**src/rtl/match_ctl.sv**
```systemverilog
// match_ctl: two-player match sequencer for a paddle game.
// Drives serve/rally/point/game-over sequencing, scores, winner and the
// point sound request. Every output comes from a flop.
// Optional feature: define MATCH_CTL_PAUSE_EN to add a pause state that
// toggles in and out of RALLY on pause-button presses.
module match_ctl #(
  parameter int WIN_SCORE    = 9,
  parameter int SERVE_FRAMES = 60,
  parameter int POINT_FRAMES = 90
) (
  input  logic       clk,
  input  logic       reset,
  input  logic       endframe,
  input  logic       start,
  input  logic       pause,
  input  logic       miss_left,
  input  logic       miss_right,
  output logic       game_reset,
  output logic       play,
  output logic       serve_dir,
  output logic [3:0] score_ply1,
  output logic [3:0] score_ply2,
  output logic [1:0] winner,
  output logic       snd_req
);

  // Frame counters compare against "last" values so that the state change
  // happens on the same edge where the count reaches the target.
  localparam logic [7:0] SERVE_LAST = 8'(SERVE_FRAMES - 1);
  localparam logic [7:0] POINT_LAST = 8'(POINT_FRAMES - 1);
  localparam logic [3:0] WIN_VAL    = 4'(WIN_SCORE);
  localparam logic [3:0] SCORE_MAX  = 4'hF;

  typedef enum logic [2:0] {
    ST_IDLE  = 3'd0,
    ST_SERVE = 3'd1,
    ST_RALLY = 3'd2,
    ST_POINT = 3'd3,
    ST_OVER  = 3'd4
`ifdef MATCH_CTL_PAUSE_EN
    ,
    ST_PAUSE = 3'd5
`endif
  } state_t;

  // Saturating score increment: a score at 15 stays at 15.
  function automatic logic [3:0] sat_inc(input logic [3:0] v);
    logic [3:0] r;
    if (v == SCORE_MAX) begin
      r = v;
    end else begin
      r = v + 4'd1;
    end
    return r;
  endfunction

  state_t     state_q, state_d;
  logic [7:0] cnt_q, cnt_d;
  logic [3:0] score1_q, score1_d;
  logic [3:0] score2_q, score2_d;
  logic [1:0] winner_q, winner_d;
  logic       serve_dir_q, serve_dir_d;
  logic       snd_req_q, snd_req_d;
  logic       play_q, play_d;
  logic       game_reset_q, game_reset_d;
  logic       start_prev_q, start_prev_d;
  logic       start_press_s;
  logic       pause_press_s;

`ifdef MATCH_CTL_PAUSE_EN
  logic       pause_prev_q, pause_prev_d;
`else
  logic       unused_pause_s;
`endif

  // Rising-edge detection on the button levels.
  always_comb begin
    start_prev_d  = start;
    start_press_s = start & ~start_prev_q;
`ifdef MATCH_CTL_PAUSE_EN
    pause_prev_d  = pause;
    pause_press_s = pause & ~pause_prev_q;
`else
    pause_press_s = 1'b0;
`endif
  end

`ifndef MATCH_CTL_PAUSE_EN
  // The pause button has no function in this build.
  assign unused_pause_s = pause ^ pause_press_s;
`endif

  // Next-state, score and output computation.
  always_comb begin
    state_d     = state_q;
    cnt_d       = cnt_q;
    score1_d    = score1_q;
    score2_d    = score2_q;
    winner_d    = winner_q;
    serve_dir_d = serve_dir_q;
    snd_req_d   = 1'b0;

    case (state_q)
      ST_IDLE: begin
        if (start_press_s) begin
          score1_d = 4'd0;
          score2_d = 4'd0;
          winner_d = 2'b00;
          cnt_d    = 8'd0;
          state_d  = ST_SERVE;
        end else begin
          state_d = ST_IDLE;
        end
      end

      ST_SERVE: begin
        if (endframe) begin
          if (cnt_q == SERVE_LAST) begin
            cnt_d   = 8'd0;
            state_d = ST_RALLY;
          end else begin
            cnt_d = cnt_q + 8'd1;
          end
        end else begin
          cnt_d = cnt_q;
        end
      end

      ST_RALLY: begin
        if (miss_left && miss_right) begin
          // Let: replay the serve with nothing scored.
          cnt_d   = 8'd0;
          state_d = ST_SERVE;
        end else if (miss_left) begin
          score2_d    = sat_inc(score2_q);
          snd_req_d   = (score2_q != SCORE_MAX);
          serve_dir_d = 1'b0;
          cnt_d       = 8'd0;
          state_d     = ST_POINT;
        end else if (miss_right) begin
          score1_d    = sat_inc(score1_q);
          snd_req_d   = (score1_q != SCORE_MAX);
          serve_dir_d = 1'b1;
          cnt_d       = 8'd0;
          state_d     = ST_POINT;
        end else if (pause_press_s) begin
`ifdef MATCH_CTL_PAUSE_EN
          state_d = ST_PAUSE;
`else
          state_d = ST_RALLY;
`endif
        end else begin
          state_d = ST_RALLY;
        end
      end

      ST_POINT: begin
        if (endframe) begin
          if (cnt_q == POINT_LAST) begin
            cnt_d = 8'd0;
            if (score1_q == WIN_VAL) begin
              winner_d = 2'b01;
              state_d  = ST_OVER;
            end else if (score2_q == WIN_VAL) begin
              winner_d = 2'b10;
              state_d  = ST_OVER;
            end else begin
              state_d = ST_SERVE;
            end
          end else begin
            cnt_d = cnt_q + 8'd1;
          end
        end else begin
          cnt_d = cnt_q;
        end
      end

      ST_OVER: begin
        if (start_press_s) begin
          score1_d = 4'd0;
          score2_d = 4'd0;
          winner_d = 2'b00;
          cnt_d    = 8'd0;
          state_d  = ST_SERVE;
        end else begin
          state_d = ST_OVER;
        end
      end

`ifdef MATCH_CTL_PAUSE_EN
      ST_PAUSE: begin
        if (pause_press_s) begin
          state_d = ST_RALLY;
        end else begin
          state_d = ST_PAUSE;
        end
      end
`endif

      default: begin
        cnt_d   = 8'd0;
        state_d = ST_IDLE;
      end
    endcase

    // Outputs are decoded from the next state so they change on the same
    // edge as the state itself.
    play_d       = (state_d == ST_RALLY);
    game_reset_d = (state_d == ST_IDLE) || (state_d == ST_SERVE) ||
                   (state_d == ST_OVER);
  end

  // State, counter, score and output registers with synchronous reset.
  always_ff @(posedge clk) begin
    if (reset) begin
      state_q      <= ST_IDLE;
      cnt_q        <= 8'd0;
      score1_q     <= 4'd0;
      score2_q     <= 4'd0;
      winner_q     <= 2'b00;
      serve_dir_q  <= 1'b0;
      snd_req_q    <= 1'b0;
      play_q       <= 1'b0;
      game_reset_q <= 1'b1;
      start_prev_q <= 1'b0;
`ifdef MATCH_CTL_PAUSE_EN
      pause_prev_q <= 1'b0;
`endif
    end else begin
      state_q      <= state_d;
      cnt_q        <= cnt_d;
      score1_q     <= score1_d;
      score2_q     <= score2_d;
      winner_q     <= winner_d;
      serve_dir_q  <= serve_dir_d;
      snd_req_q    <= snd_req_d;
      play_q       <= play_d;
      game_reset_q <= game_reset_d;
      start_prev_q <= start_prev_d;
`ifdef MATCH_CTL_PAUSE_EN
      pause_prev_q <= pause_prev_d;
`endif
    end
  end

  assign game_reset = game_reset_q;
  assign play       = play_q;
  assign serve_dir  = serve_dir_q;
  assign score_ply1 = score1_q;
  assign score_ply2 = score2_q;
  assign winner     = winner_q;
  assign snd_req    = snd_req_q;

endmodule

```
**config.mk**
```make
export PLATFORM = sky130hd
export DESIGN_NAME = match_ctl
export DESIGN_NICKNAME = d
export VERILOG_FILES = /design/src/rtl/match_ctl.sv
export SDC_FILE = /design/constraint.sdc
export NUM_CORES = 1
export LEC_CHECK = 0
export CORE_UTILIZATION = 58
export CTS_BUF_LIST = sky130_fd_sc_hd__clkbuf_8
export DETAILED_ROUTE_END_ITERATION = 10
export DONT_BUFFER_PORTS = 1
export PLACE_DENSITY = 0.76
export SKIP_LAST_GASP = 1
export SYNTH_ARGS = -nofsm -noshare
export SYNTH_HDL_FRONTEND = slang
export SYNTH_SLANG_ARGS = --single-unit
```
**constraint.sdc**
```tcl
create_clock -name clk -period 1.5 [get_ports clk]
set_input_delay 0.15 -clock clk [delete_from_list [all_inputs] [get_ports clk]]
set_output_delay 0.15 -clock clk [all_outputs]
set_load 0.005 [all_outputs]
```
; Yosys cells after proc, flatten, opt, wreduce, memory -nomap -nowiden
; Cells that the tools add are included.
[op_classes]
add_sub_neg = 3
n_eq_ne = 27
n_mux = 41
n_bitwise = 4
n_reduce_logical = 15
[op_table]
columns = op, n
row1 = $mux 8, 8
row2 = $mux 4, 8
row3 = $pmux 8 s4, 1
row4 = $mux 3, 7
row5 = $ne 2x2->1 const B, 9
row6 = $eq 4x4->1 const B, 4
row7 = $pmux 4 s2, 2
row8 = $pmux 3 s5, 1
row9 = $mux 2, 6
row10 = $ne 4x4->1 const B, 3
row11 = $reduce_and 5->1, 2
row12 = $eq 3x2->1 const B, 3
row13 = $add 4x1->4 const B, 2
row14 = $add 8x1->8 const B, 1
row15 = $eq 8x6->1 const B, 1
row16 = $eq 8x7->1 const B, 1
row17 = $mux 1, 7
row18 = $eq 3x1->1 const B, 2
row19 = $eq 3x3->1 const B, 2
row20 = $logic_not 3->1, 2
row21 = $reduce_and 6->1, 1
row22 = $reduce_bool 2->1, 3
row23 = $pmux 2 s2, 1
row24 = $reduce_and 4->1, 1
row25 = other kinds (9), 12
[totals]
regBits = 26
inputBits = 7
output_inout_bits = 14
wordCells = 100

; Longest topological paths before layout
; Gate-level depths: netlist of the first run.
[depth]
word_depth = 9
mapped_depth = 7
depth_no_buf = 7

; Worst setup path before layout of the first run
; Ideal clock, no wire load.
[synth_timing]
path_kind = register to register
startpoint = register cnt_q[0]
endpoint = register cnt_q[6]
setup_ns = 0.123
arrival_ns = 1.522
t_required_ns = 1.377
slack_ns = -0.145
path_stages_with_launch = 7
path_buffers = 0
period_less_slack_ns = 1.645
cell_sequence = dfxtp_1 -> ha_1 -> nand4bb_1 -> a2111oi_4 -> nor2_1 -> a21oi_1 -> o22ai_1
[synth_via]
elab_chain_cells = 4
elab_cells_between_ends = 8
classes_between = add/sub: 1 / eq/ne: 2 / mux: 5
[synth_lines]
columns = item, line
row1 = "start, declared", 58  ; logic [7:0] cnt_q, cnt_d;
row2 = "start signal, assigned", 231  ; cnt_q <= cnt_d;
row3 = "$add 8x1->8, or another cell as far along", "122, 171"
row4 = "$mux 8, on equally long branches", "159, 118"
row5 = "$mux 8, on equally long branches", "158, 117"
row6 = $pmux 8 s4 *, 103  ; case (state_q)
; Mark *: on every way between the ends. The rest lies on a longest branch, timed or not. The select of a mux whose other input is x is not followed.
; A chain may end at the register's enable or synchronous reset.

; Worst setup path after layout of the first run
[layout_timing]
startpoint = register cnt_q[0]
endpoint = register cnt_q[5]
; The elaborated chain is that of the path after synthesis.

==> results of run 1 <==
sequential cells by signal, indices dropped and copies added, names as in the netlist:
| signal | flops |
|---|---|
| snd_req | 1 |
| winner | 2 |
| serve_dir | 1 |
| score_ply2 | 4 |
| state_q | 3 |
| cnt_q | 8 |
| play | 1 |
| start_prev_q | 1 |
| game_reset | 1 |
| score_ply1 | 4 |
path summary, 6_finish.rpt:
kind | slack (ns) | end | from | cells past startpoint
worst max-delay path | -0.24 | cnt_q[5] | cnt_q[0] | 7
worst min-delay path | 0.02 | start_prev_q | start | 1
worst max register to register | -0.24 | cnt_q[5] | cnt_q[0] | 7
worst min register to register | 0.54 | serve_dir | serve_dir | 2
synth_stat cells, types with 2 or more instances:
library cell | number | area (um2)
sky130_fd_sc_hd__dfxtp_1 | 26 | 521
sky130_fd_sc_hd__nor2_1 | 19 | 71.3
sky130_fd_sc_hd__nand2_1 | 11 | 41.3
sky130_fd_sc_hd__nand3_1 | 10 | 50.1
sky130_fd_sc_hd__a21oi_1 | 8 | 40.0
sky130_fd_sc_hd__ha_1 | 8 | 100
sky130_fd_sc_hd__inv_1 | 8 | 30.0
sky130_fd_sc_hd__o21ai_0 | 7 | 35.0
sky130_fd_sc_hd__nand2b_1 | 6 | 37.5
sky130_fd_sc_hd__nor3_1 | 5 | 25.0
sky130_fd_sc_hd__o21ai_1 | 4 | 20.0
sky130_fd_sc_hd__buf_2 | 3 | 15.0
sky130_fd_sc_hd__nand4_1 | 3 | 18.8
sky130_fd_sc_hd__o31ai_1 | 3 | 22.5
sky130_fd_sc_hd__or3_1 | 3 | 18.8
sky130_fd_sc_hd__a31oi_1 | 2 | 12.5
sky130_fd_sc_hd__nand3b_1 | 2 | 15.0
sky130_fd_sc_hd__nand4b_1 | 2 | 17.5
sky130_fd_sc_hd__nor2b_1 | 2 | 12.5
sky130_fd_sc_hd__nor3b_1 | 2 | 15.0
sky130_fd_sc_hd__xor2_1 | 2 | 17.5
worst max-delay path, delay by kind of cell, from the launching register on:
kind                       cells  cell delay [ns]
buffers and inverters          1             0.18
AOI/OAI and AO/OA              3             0.66
and+or+nand+nor                2             0.24
adders and majority gates      1             0.14
DFF                            1             0.40
placed cells by master (no fill, tap or decap), types with 4 or more instances in the layout:
master / n
sky130_fd_sc_hd__ha_1: 6
sky130_fd_sc_hd__dfxtp_2: 4
sky130_fd_sc_hd__nor2_1: 17
sky130_fd_sc_hd__o21ai_1: 5
sky130_fd_sc_hd__buf_4: 31
sky130_fd_sc_hd__nand2_1: 11
sky130_fd_sc_hd__nand2b_1: 6
sky130_fd_sc_hd__a21oi_1: 5
sky130_fd_sc_hd__nand3_1: 9
sky130_fd_sc_hd__buf_6: 4
sky130_fd_sc_hd__dfxtp_1: 20
sky130_fd_sc_hd__inv_1: 7
power groups by stage:
stage / clock network [mW] / logic (mW) / registers, mW
2_1_floorplan: 0 / 0.0706 / 0.723
3_3_place_gp: 0 / 0.0924 / 0.725
3_5_place_dp: 0 / 0.0974 / 0.726
4_1_cts: 0.585 / 0.125 / 0.709
5_1_grt: 0.614 / 0.164 / 0.711
6_report: 0.590 / 0.156 / 0.709
final cells by class:
type                            count  area [um2]
Multi-Input combinational cell    125         987
Sequential cell                    26         533
Timing Repair Buffer               37         298
Fill cell                         121         279
Clock buffer                        3        41.3
Tap cell                           28        35.0
Clock inverter                      1        30.0
Inverter                            8        30.0
cell families (layout without fill, tap and decap cells):
| group | Yosys count | in the layout | share of synthesized area, % |
|---|---|---|---|
| compound gates | 35 | 35 | 17.1 |
| xor+xnor | 3 | 3 | 1.88 |
| fa+ha+maj | 8 | 8 | 7.16 |
| simple gates | 77 | 77 | 31.7 |
| buf+inv | 12 | 49 | 3.49 |
| flops | 26 | 26 | 37.2 |
| mux | 2 | 2 | 1.52 |
layer usage:
metal | GRT usage (%) | up-vias | wire [um]
met1 | 37.4 | 696 | 1800
li1 | - | 661 | -
met5 | 0 | - | 0
met3 | 4.17 | 20 | 427
met4 | 15.7 | 0 | 140
met2 | 52.0 | 89 | 2160
repair_timing:
action / in CTS / in global routing
setup buffers: 5 / 5
hold buffers: 2 / 0
gates resized for setup: 16 / 23
endpoints found under the setup margin: 18 / 23
hold endpoints to repair: 9 / 0
pin swaps: 9 / 17
==> impl.org, run 1 <==
** Critical path
- Crit-path slowest cell :: sky130_fd_sc_hd__dfxtp_4
- Cells along the critical path :: ha_4, nand4b_1, a2111oi_4, buf_6, nor3_4, o21ai_2, o41ai_2
- Arrival time of the worst setup path :: 1.90 ns
- CP Class :: reg2reg
- Biggest cell delay along the critical path :: 0.40 ns
- Element type at the critical path end :: flop
- In this run the worst path has a maximum fanout of 5.
- For the worst setup path, the data required time is 1.66 ns.
- Worst setup SP type :: flop

** CTS
- Clock net sink count :: 26
- CTS H-Tree Depth :: 1
- Clock-pin slew was measured on the worst setup and hold paths at 0.09 ns.
- Buffers inserted during clock tree synthesis total 3.
- The clock passes through at most 2 buffers.
- The cell sitting at the root of the clock tree is a sky130_fd_sc_hd__clkbuf_8.
- Worst-skew pair later-pin latency :: 0.27 ns
- TritonCTS built the clock tree.

** Place
- Before CTS, the worst setup slack after placement is -0.133 ns.
- Dpl hpwl :: 2390 um
- In this run the cell area measured after placement is 1630 um2.
- At the end of routability-driven placement, the weighted congestion stood at 0.926.
- Including well taps, the total number of placed cells is 212.
- Input and output buffers added on the ports amount to 0.

** Global route
- Maximum number of pins on one net before global-route repair :: 16
- Via count of the first global-routing pass :: 1303
- Global routing used 30.7% of the available tracks across all layers.
- Wire length of the first global-routing pass :: 5890 um
- Number of antenna violations at the first check in global routing :: 0
- Congestion Overflow GR :: 0

** Timing
- Setup ws final :: -0.239 ns
- The hold violation total from the final report came to 0.
- Post-route clock period utilization :: 116%
- Final number of max-transition violations :: 0
- Max-Slew Margin vs Limit :: 72.2%
- Setup TNS Final :: -2.17 ns
- Setup violation total in the final timing report :: 15
- Time the worst path needs with I/O delays and setup :: 1.74 ns
- Hold_ws :: 0.0166 ns
- Layout Skew :: 0.00172 ns
- Setup repair after global routing could not meet its margin everywhere.
- Worst Max-Slew Pin Slew :: 0.416 ns
- Derived from the worst setup path, the maximum achievable clock frequency is 575 MHz.

** Layout
- Once layout is complete, the utilization of the core stands at 87.5%.
- Once layout is complete, the cells apart from fillers number 228.
- In the final design database the tool counted 216 nets.
- From synthesis to final layout, the design area changed by 39.7%.
- Post-route cell area :: 1950 um2
- The post-route netlist has 37.5% of its cells at a drive strength greater than 1.
- Number of antenna diodes :: 0

** Pwr
- Part of the power in the clock network :: 40.5%
- Across the VDD grid, the largest voltage drop is 812 uV.
- Flop pwr share :: 48.8%
- Net load switching power :: 0.331 mW
- Portion of total power attributed to combinational logic :: 10.7%
- LEAKAGE :: 0.720 nW
- Internal power summed over all cells :: 1.12 mW
- Power spread over the standard cell area amounts to 744 nW/um2.
- Share of total power consumed by net switching :: 22.8%
- Total power for the finished layout comes to 1.45 mW.

** Min path
- The path class of the tightest hold or removal check is in2reg.

** Floorplanning
- # rows :: 17
- The die covers 2610 um2.
- Number of top-level design ports :: 21
- Die height :: 51.1 um
- The floorplan step defined a core boundary enclosing 2230 um2.
- The initial utilization of the core area, before any placement, comes to 62.6%.
- In this run the horizontal extent of the chip is 51.1 um.

** Logic synthesis
- Synth Warn # :: 0
- In the synthesized netlist, the number of instances is 163.
- Dominant synthesized flop cell :: sky130_fd_sc_hd__dfxtp_1
- Avg Cell Area, Syn :: 8.58 um2
- Proportion of synthesized chip area in sequential cells :: 37.2%
- Counting distinct cell types in the post-synthesis netlist gives 48.
- Area of the mapped netlist :: 1400 um2
- #FFs+latches synth :: 26
- Synthesized net count :: 178
- In the synthesized netlist the async set-or-reset flop fraction comes to 0%.
- Yosys mapped a number of flops with a built-in enable equal to 0.

** Run status
- Violations in the final reports :: negative setup slack
- Status :: finished with violations

** Routing
- Dividing the detail-routed via count by the number of cells gives 6.43.
- For this block, the routed nets add up to 4530 um of wire.
- For this run, design rule violations remaining after detail routing come to 0.
- The pre-antenna-repair detailed-routing pass consisted of 5 iterations.
- WL per Instance :: 19.9 um
- Antenna Nets Post-Route :: 0
- Total via count after detailed routing :: 1466
- The detailed router finished its first iteration with 67 violations.

** Run
- Count of maximum capacitance violations :: 0
(Power assumes the default switching activity.)
==> run 2: changes to the inputs <==
Settings changed: SKIP_LAST_GASP 1 to default.
==> run 2 against run 1 <==
Against the previous run: non-clock buffer count unchanged; design area about the same; worst hold slack improved by 0.0089 ns; total power decreased by 0.27%; clock-buffer cell count unchanged; sequential cell count unchanged; first-iteration DRC count increased by 10%; via count decreased by 0.95%; maximum frequency decreased by 0.30%; the run still ends with negative setup slack left; routed wire length decreased by 0.42%.
==> impl.org, run 2 (synthesized netlist as in run 1, its figures left out) <==
** Routing
- Per-cell via count in the routed design :: 6.37 (was 6.43)
- The post-detailed-route count of antenna-violating nets came to 0 (unchanged).
- The first-pass iteration count of the detailed router was 4 (was 5).
- Iteration-0 DRC Markers :: 74 (was 67)
- The total number of vias was 1452 (was 1466).
- The wire length per cell is 19.8 um (was 19.9 um).
- The detailed-route DRC error count was 0 (unchanged).
- The total wirelength of the detailed-routed design came to 4510 um (was 4530 um).

** Global route
- Via count of the first global-routing pass :: 1303 (unchanged)
- Number of antenna violations at the first check in global routing :: 0 (unchanged)
- The global-route total usage across every layer was 30.7% (unchanged).
- The wire length of the first global-routing pass is 5890 um (unchanged).
- The pin count of the biggest net entering global routing is 16 (unchanged).
- Congestion Overflow GR :: 0 (unchanged)

** Timing
- The final period demand of the worst path was 1.74 ns (about the same).
- Setup repair after global routing missed its margin :: true (unchanged)
- The final count of pins violating max slew is 0 (unchanged).
- Setup violation total in the final timing report :: 15 (unchanged)
- Max-Slew Margin vs Limit :: 72.0% (was 72.2%)
- Number of hold violations in the final report :: 0 (unchanged)
- Layout Skew :: 0.00285 ns (was 0.00172 ns)
- The transition time at the pin with the least slew margin is 0.418 ns (was 0.416 ns).
- Achievable frequency :: 573 MHz (was 575 MHz)
- Post-route clock period utilization :: 116% (about the same)
- The final-layout worst hold slack was 0.0254 ns (was 0.0166 ns).
- Setup ws final :: -0.244 ns (was -0.239 ns)

** Layout
- Leading cell type in the layout, fill and taps excluded :: sky130_fd_sc_hd__buf_4 (unchanged)
- Fillers :: 121 (unchanged)
- Multi-input gate area :: 987 um2 (unchanged)
- The number of nets in the finished design was 216 (unchanged).
- Leading cell types in the layout, fill and taps excluded :: sky130_fd_sc_hd__buf_4, sky130_fd_sc_hd__dfxtp_1, sky130_fd_sc_hd__nor2_1, sky130_fd_sc_hd__nand2_1, sky130_fd_sc_hd__nand3_1 (unchanged)
- Post-route cell area :: 1960 um2 (was 1950 um2)
- The register with the most flip-flops was cnt_q (unchanged).
- The number of flip-flops in the largest register was 8 (unchanged).
- The sequential standard cell area is 534 um2 (was 533 um2).
- Number of antenna diodes :: 0 (unchanged)
- The layout cell share with drive strength beyond 1 is 38.0% (was 37.5%).
- Filler-free cell count of the finished design :: 228 (unchanged)
- Layout overhead on the synthesized area :: 39.8% (was 39.7%)

** Critical path
- Worst setup SP type :: flop (unchanged)
- Arrival time of the worst setup path :: 1.90 ns (about the same)
- The category of the worst setup path capture point is a flop (unchanged).
- Crit-path slowest cell :: sky130_fd_sc_hd__a2111oi_4 (was sky130_fd_sc_hd__dfxtp_4)
- Cells along the critical path :: ha_4, nand4b_1, a2111oi_4, buf_6, nor3_4, o21ai_2, o41ai_2 (unchanged)
- CP Class :: reg2reg (unchanged)
- The endpoint required time on the critical path was 1.66 ns (about the same).
- The critical-path maximum fanout was 5 (unchanged).
- Biggest cell delay along the critical path :: 0.41 ns (was 0.40 ns)

** CTS
- The largest buffer count on any clock path is 2 (unchanged).
- CTS tree :: built (unchanged)
- The clock tree root driver cell is sky130_fd_sc_hd__clkbuf_8 (unchanged).
- The total clock sinks is 26 (unchanged).
- The clock insertion delay at the later pin of the skew report came to 0.27 ns (about the same).
- CTS H-Tree Depth :: 1 (unchanged)
- Clock input transition at the sequential cells of the worst setup and hold paths :: 0.09 ns (about the same)
- Cts bufs inserted :: 3 (unchanged)

** Run
- Count of maximum capacitance violations :: 0 (unchanged)

** Pwr
- The leakage power of the design is 0.721 nW (was 0.720 nW).
- Total power draw :: 1.45 mW (about the same)
- Net load switching power :: 0.327 mW (was 0.331 mW)
- Share of total power consumed by net switching :: 22.6% (was 22.8%)
- The share of total power in the clock network is 40.3% (was 40.5%).
- The combinational share of power is 10.8% (was 10.7%).
- The maximum resistive drop on vdd is 808 uV (was 812 uV).
- The part of the power in registers came to 48.9% (was 48.8%).
- The total power density per cell area came to 742 nW/um2 (was 744 nW/um2).
- The internal portion of total power came to 1.12 mW (about the same).

** Min path
- The path type of the worst min-delay path is in2reg (unchanged).

** Run status
- Violations in the final reports :: negative setup slack (unchanged)
- Status: finished with violations (unchanged).

** Floorplanning
- The floorplan die width is 51.1 um (unchanged).
- The overall die height is 51.1 um (unchanged).
- Die area :: 2610 um2 (unchanged)
- # rows :: 17 (unchanged)
- Standard cell core area :: 2230 um2 (unchanged)
- The number of placed I/O pins came to 21 (unchanged).
- Initial cell density of the core :: 62.6% (unchanged)

** Place
- Post-placement cell count :: 212 (unchanged)
- Placed instance area :: 1630 um2 (unchanged)
- The count of buffers inserted at the top-level ports is 0 (unchanged).
- The global placer's final weighted congestion was 0.926 (unchanged).
- Dpl hpwl :: 2390 um (unchanged)
run 2: cell counts in the layout (fill, tap and decap cells not counted):
No cell type changed its count.
run 2: critical path: cells and delay by family (launching register included):
family	cells	cell delay [ns]
AOI/OAI and AO/OA	3	0.67
adders and majority gates	1	0.14
buffers and inverters	1	0.18
DFF	1	0.39
and+or+nand+nor	2	0.24
run 2: area by class of cell:
| class | instances | area share (%) |
|---|---|---|
| inverters | 8 | 1.54 |
| repair buffers | 37 | 15.2 |
| well taps | 28 | 1.79 |
| multi-input cells | 125 | 50.5 |
| clock inverters | 1 | 1.54 |
| clock buffers | 3 | 2.11 |
| flip-flops and latches | 26 | 27.3 |
run 2: worst paths after layout:
check / start / end / slack, ns / depth (start not counted)
min reg2reg: serve_dir / serve_dir / 0.54 / 2
max: cnt_q[0] / cnt_q[5] / -0.24 / 7
min: start / start_prev_q / 0.03 / 1
max reg2reg: cnt_q[0] / cnt_q[5] / -0.24 / 7
run 2: what timing repair did:
action                                 in CTS  in global routing
buffers inserted                            5                  5
hold buffers                                2                  0
endpoints found under the hold margin       9                  0
pin swaps                                   9                 17
setup endpoints to repair                  18                 23
resized for setup                          16                 24
run 2: through the flow:
step,worst slack (ns),setup TNS (ns),util [%]
global placement,-0.107,-0.707,73.2
CTS,-0.166,-1.53,81.7
global route,-0.306,-3.16,87.6
finish,-0.244,-2.23,87.6
detailed placement,-0.133,-1.26,73.2
floorplan,-0.0128,-0.0128,-
run 2: power groups by stage:
stage          Combinational [mW]  Sequential (mW)  Clock (mW)
6_report                    0.156            0.709       0.585
5_1_grt                     0.164            0.711       0.614
4_1_cts                     0.125            0.709       0.585
3_5_place_dp               0.0974            0.726           0
3_3_place_gp               0.0924            0.725           0
2_1_floorplan              0.0706            0.723           0
run 2: per-layer routing:
| layer | part of all wire, % | vias to the layer above | global-route usage (%) |
|---|---|---|---|
| met3 | 7.6 | 24 | 4.17 |
| met5 | 0 | - | 0 |
| met4 | 3.7 | 0 | 15.7 |
| li1 | - | 663 | - |
| met1 | 42 | 684 | 37.4 |
| met2 | 47 | 81 | 52.0 |
==> run 3: changes to the inputs <==
Settings changed: GPL_ROUTABILITY_DRIVEN from default to 0.
==> results of run 3 <==
Same layout as run 2: the final DEF is identical, and so are final timing and power.
==> edit, RTL diff (settings of run 3) <==
Compare `cnt_q` against `SERVE_LAST` with >= in place of ==.
--- a/src/rtl/match_ctl.sv
+++ b/src/rtl/match_ctl.sv
@@ -117,3 +117,3 @@
         if (endframe) begin
-          if (cnt_q == SERVE_LAST) begin
+          if (cnt_q >= SERVE_LAST) begin
             cnt_d   = 8'd0;
Behaviour: same outputs for any inputs over 10 cycles, from zero or initial values and one cycle with reset high; that may be too few to reach the edited logic, so the function may still have changed.
==> edit against run 3 <==
The run still ends with negative setup slack left; wire length grew 9.5%; maximum frequency is 1.1% lower; synthesized area increased by 2.7%; via count up 4.5%; clock skew up 0.0074 ns; sequential cell count unchanged; final area increased by 5.2%; worst setup slack worse by 0.019 ns; count of clock-buffer cells in the layout unchanged.
Power is not compared: it rests on default switching activity, and its combinational part moved more than twofold at a synthesized area within 25%.
==> edit: results (changes against run 3) <==
- The run finished, with violations left.
- The final reports fail on negative setup slack.
- The setup total negative slack was -2.554 ns (-0.3282 ns).
- Among all stages on the critical path, the largest delay is contributed by a221o_2.
- The number of vias per cell after detailed routing was 6.567 (+3.1%).
- The critical path in this run is classified as flop to flop.
- The post-route worst setup slack was -0.2632 ns (-0.01946 ns).
- The count of nets after finishing is 220 (+1.9%).
- The global-route wire length before repair is 6113 um (+3.8%).
- The kind of cell adding the most delay to the critical path is compound AO/OA/AOI/OAI gates.
- The cell area after placement is 1657 um2 (+1.4%).
- In the synthesized netlist, the cells that appear most often are dfxtp_1, a21oi_1, inv_1.
- The total global-route track usage is 0.3196 (+0.01297).
- The register with the highest flop count is cnt_q.
- The count of cells along the worst register-to-register path was 6 (-1).
- The number of diodes added for antenna fixing is 0 (unchanged).
- The worst-case IR drop observed on VDD is 0.7209 mV.
- The maximum number of buffers from clock root to sink was 2 (unchanged).
- The post-detailed-placement half-perimeter wirelength was 2440 um (+2.0%).
- The reg-to-reg endpoint is cnt_q[1].
- The beginning of the critical path is start_prev_q.
- The number of placed instances with taps included came to 211 (-0.47%).
- The routed wire length per instance is 21.38 um (+8.0%).
- The share of post-route cells with drive strength above 1 came to 0.4335 (+0.05350).
- The number of input and output port buffers inserted is 0 (unchanged).
- The headroom to the max-slew limit came to 0.7357 (+0.01561).
- The filler cell count is 88 (-27%).
- The sequential-to-total area share from yosys stat came to 0.3624 (-0.009724).
- The largest driver fanout on the critical path came to 7 (+2).
- The stage delay of the slowest cell on the critical path is 0.45 ns (+0.04 ns).
- The final clock skew is 0.01027 ns (+0.007426 ns).
- The clock-pin slew on the worst setup and hold paths was 0.11 ns (+0.02 ns).
- The count of mapped cells out of synthesis is 160 (-1.8%).
- The first-iteration detailed-routing DRC count came to 82 (+11%).
- The slack of the worst reg-to-reg path is -0.26 ns (-0.02 ns).
- The clock insertion delay at the later pin of the skew report was 0.29 ns (+0.02 ns).
- The total setup violations reported at the end of the flow is 19 (+4).
- Yosys attributes the largest share of cell area to dfxtp_1, ha_1, a21oi_1.
- The depth of the CTS H-tree is 1 (unchanged).
- The flip-flop count of the largest register after layout is 8 (unchanged).
- The count of cell types in the netlist is 45 (-6.3%).
- The most used flip-flop cell after synthesis is dfxtp_1.
- The count of vias placed by the detailed router is 1,517 (+4.5%).
- The number of global-route vias before repair is 1,337 (+2.6%).
- The number of nets in the synthesized netlist is 176 (-1.1%).
- The classification of the worst-slack hold path is input port to flop.
- The arrival time reported for the critical path endpoint was 1.97 ns (+0.07 ns).
- The leakage power summed over all cells is 0.8016 nW.
- The detailed-routing iteration count for the pre-antenna-repair pass was 5 (+1).
-- edit: changes by cell type in the layout (fill, tap and decap cells not counted), moves of 4 or more --
cell	before	now
nor2_1	17	5
a21oi_1	5	12
buf_4	31	37
nand2b_1	6	0
nand2_1	11	7
o21ai_0	3	7
or3_1	3	7
-- edit: routing by layer --
layer	track usage	wire length, um
met4	0.1937	223
met5	0	0
met3	0.02632	389
met2	0.5563	2353
met1	0.3779	1972
-- edit: where the power goes --
part	internal (mW)	switching (mW)	total (mW)	leakage [nW]
clock	0.359	0.264	0.623	0.0357
sequential	0.707	0.0255	0.732	0.215
combinational	0.183	0.161	0.345	0.551
total	1.25	0.451	1.70	0.802
-- edit: worst register-to-register path, stage by stage (launching register included) --
cell,delay (ns)
dfxtp_2,0.34
or2b_1,0.24
a221o_2,0.45
buf_4,0.17
buf_6,0.12
or2_0,0.20
a21oi_1,0.16
-- edit: logic make-up (layout without fill, tap and decap cells) --
kind of cell	after synthesis	in the layout	share of synthesized area
simple gates	61	61	0.2831
buf+inv	17	60	0.06271
flops	26	26	0.3624
fa+ha+maj	9	9	0.07840
compound gates	45	45	0.2012
xor+xnor	2	2	0.01220
-- edit: final cells by class --
class / count / share of cell area
Timing Repair Buffer: 45 / 0.1775
Sequential cell: 26 / 0.2614
Inverter: 11 / 0.02006
Multi-Input combinational cell: 117 / 0.4894
Clock buffer: 3 / 0.02006
Tap cell: 28 / 0.01702
Clock inverter: 1 / 0.01459
-- edit: repair_timing --
action                                 in CTS  in global routing
pin swaps                                   4                 11
buffers inserted                            5                  9
setup endpoints to repair                  17                 21
endpoints found under the hold margin       7                  0
gates resized for setup                    13                 35
hold buffers                                2                  0
-- edit: how the worst min path moves through the flow --
| stage | endpoint | from | depth (start not counted) | slack (ns) |
|---|---|---|---|---|
| 2_1_floorplan | serve_dir | miss_left | 1 | 0.26 |
| 3_3_place_gp | winner[0] | reset | 1 | 0.22 |
| 3_5_place_dp | winner[1] | reset | 1 | 0.22 |
| 4_1_cts | start_prev_q | start | 1 | 0.02 |
| 5_1_grt | start_prev_q | start | 1 | 0.006 |
| 6_report | start_prev_q | start | 1 | 0.004 |
-- edit: through the flow --
stage / total power [mW] / worst slack, ns
3_3_place_gp: 0.9513 / -0.1446
6_report: 1.699 / -0.2632
2_1_floorplan: 0.8754 / -0.1435
3_5_place_dp: 0.9637 / -0.2198
5_1_grt: 1.731 / -0.2866
4_1_cts: 1.584 / -0.1711
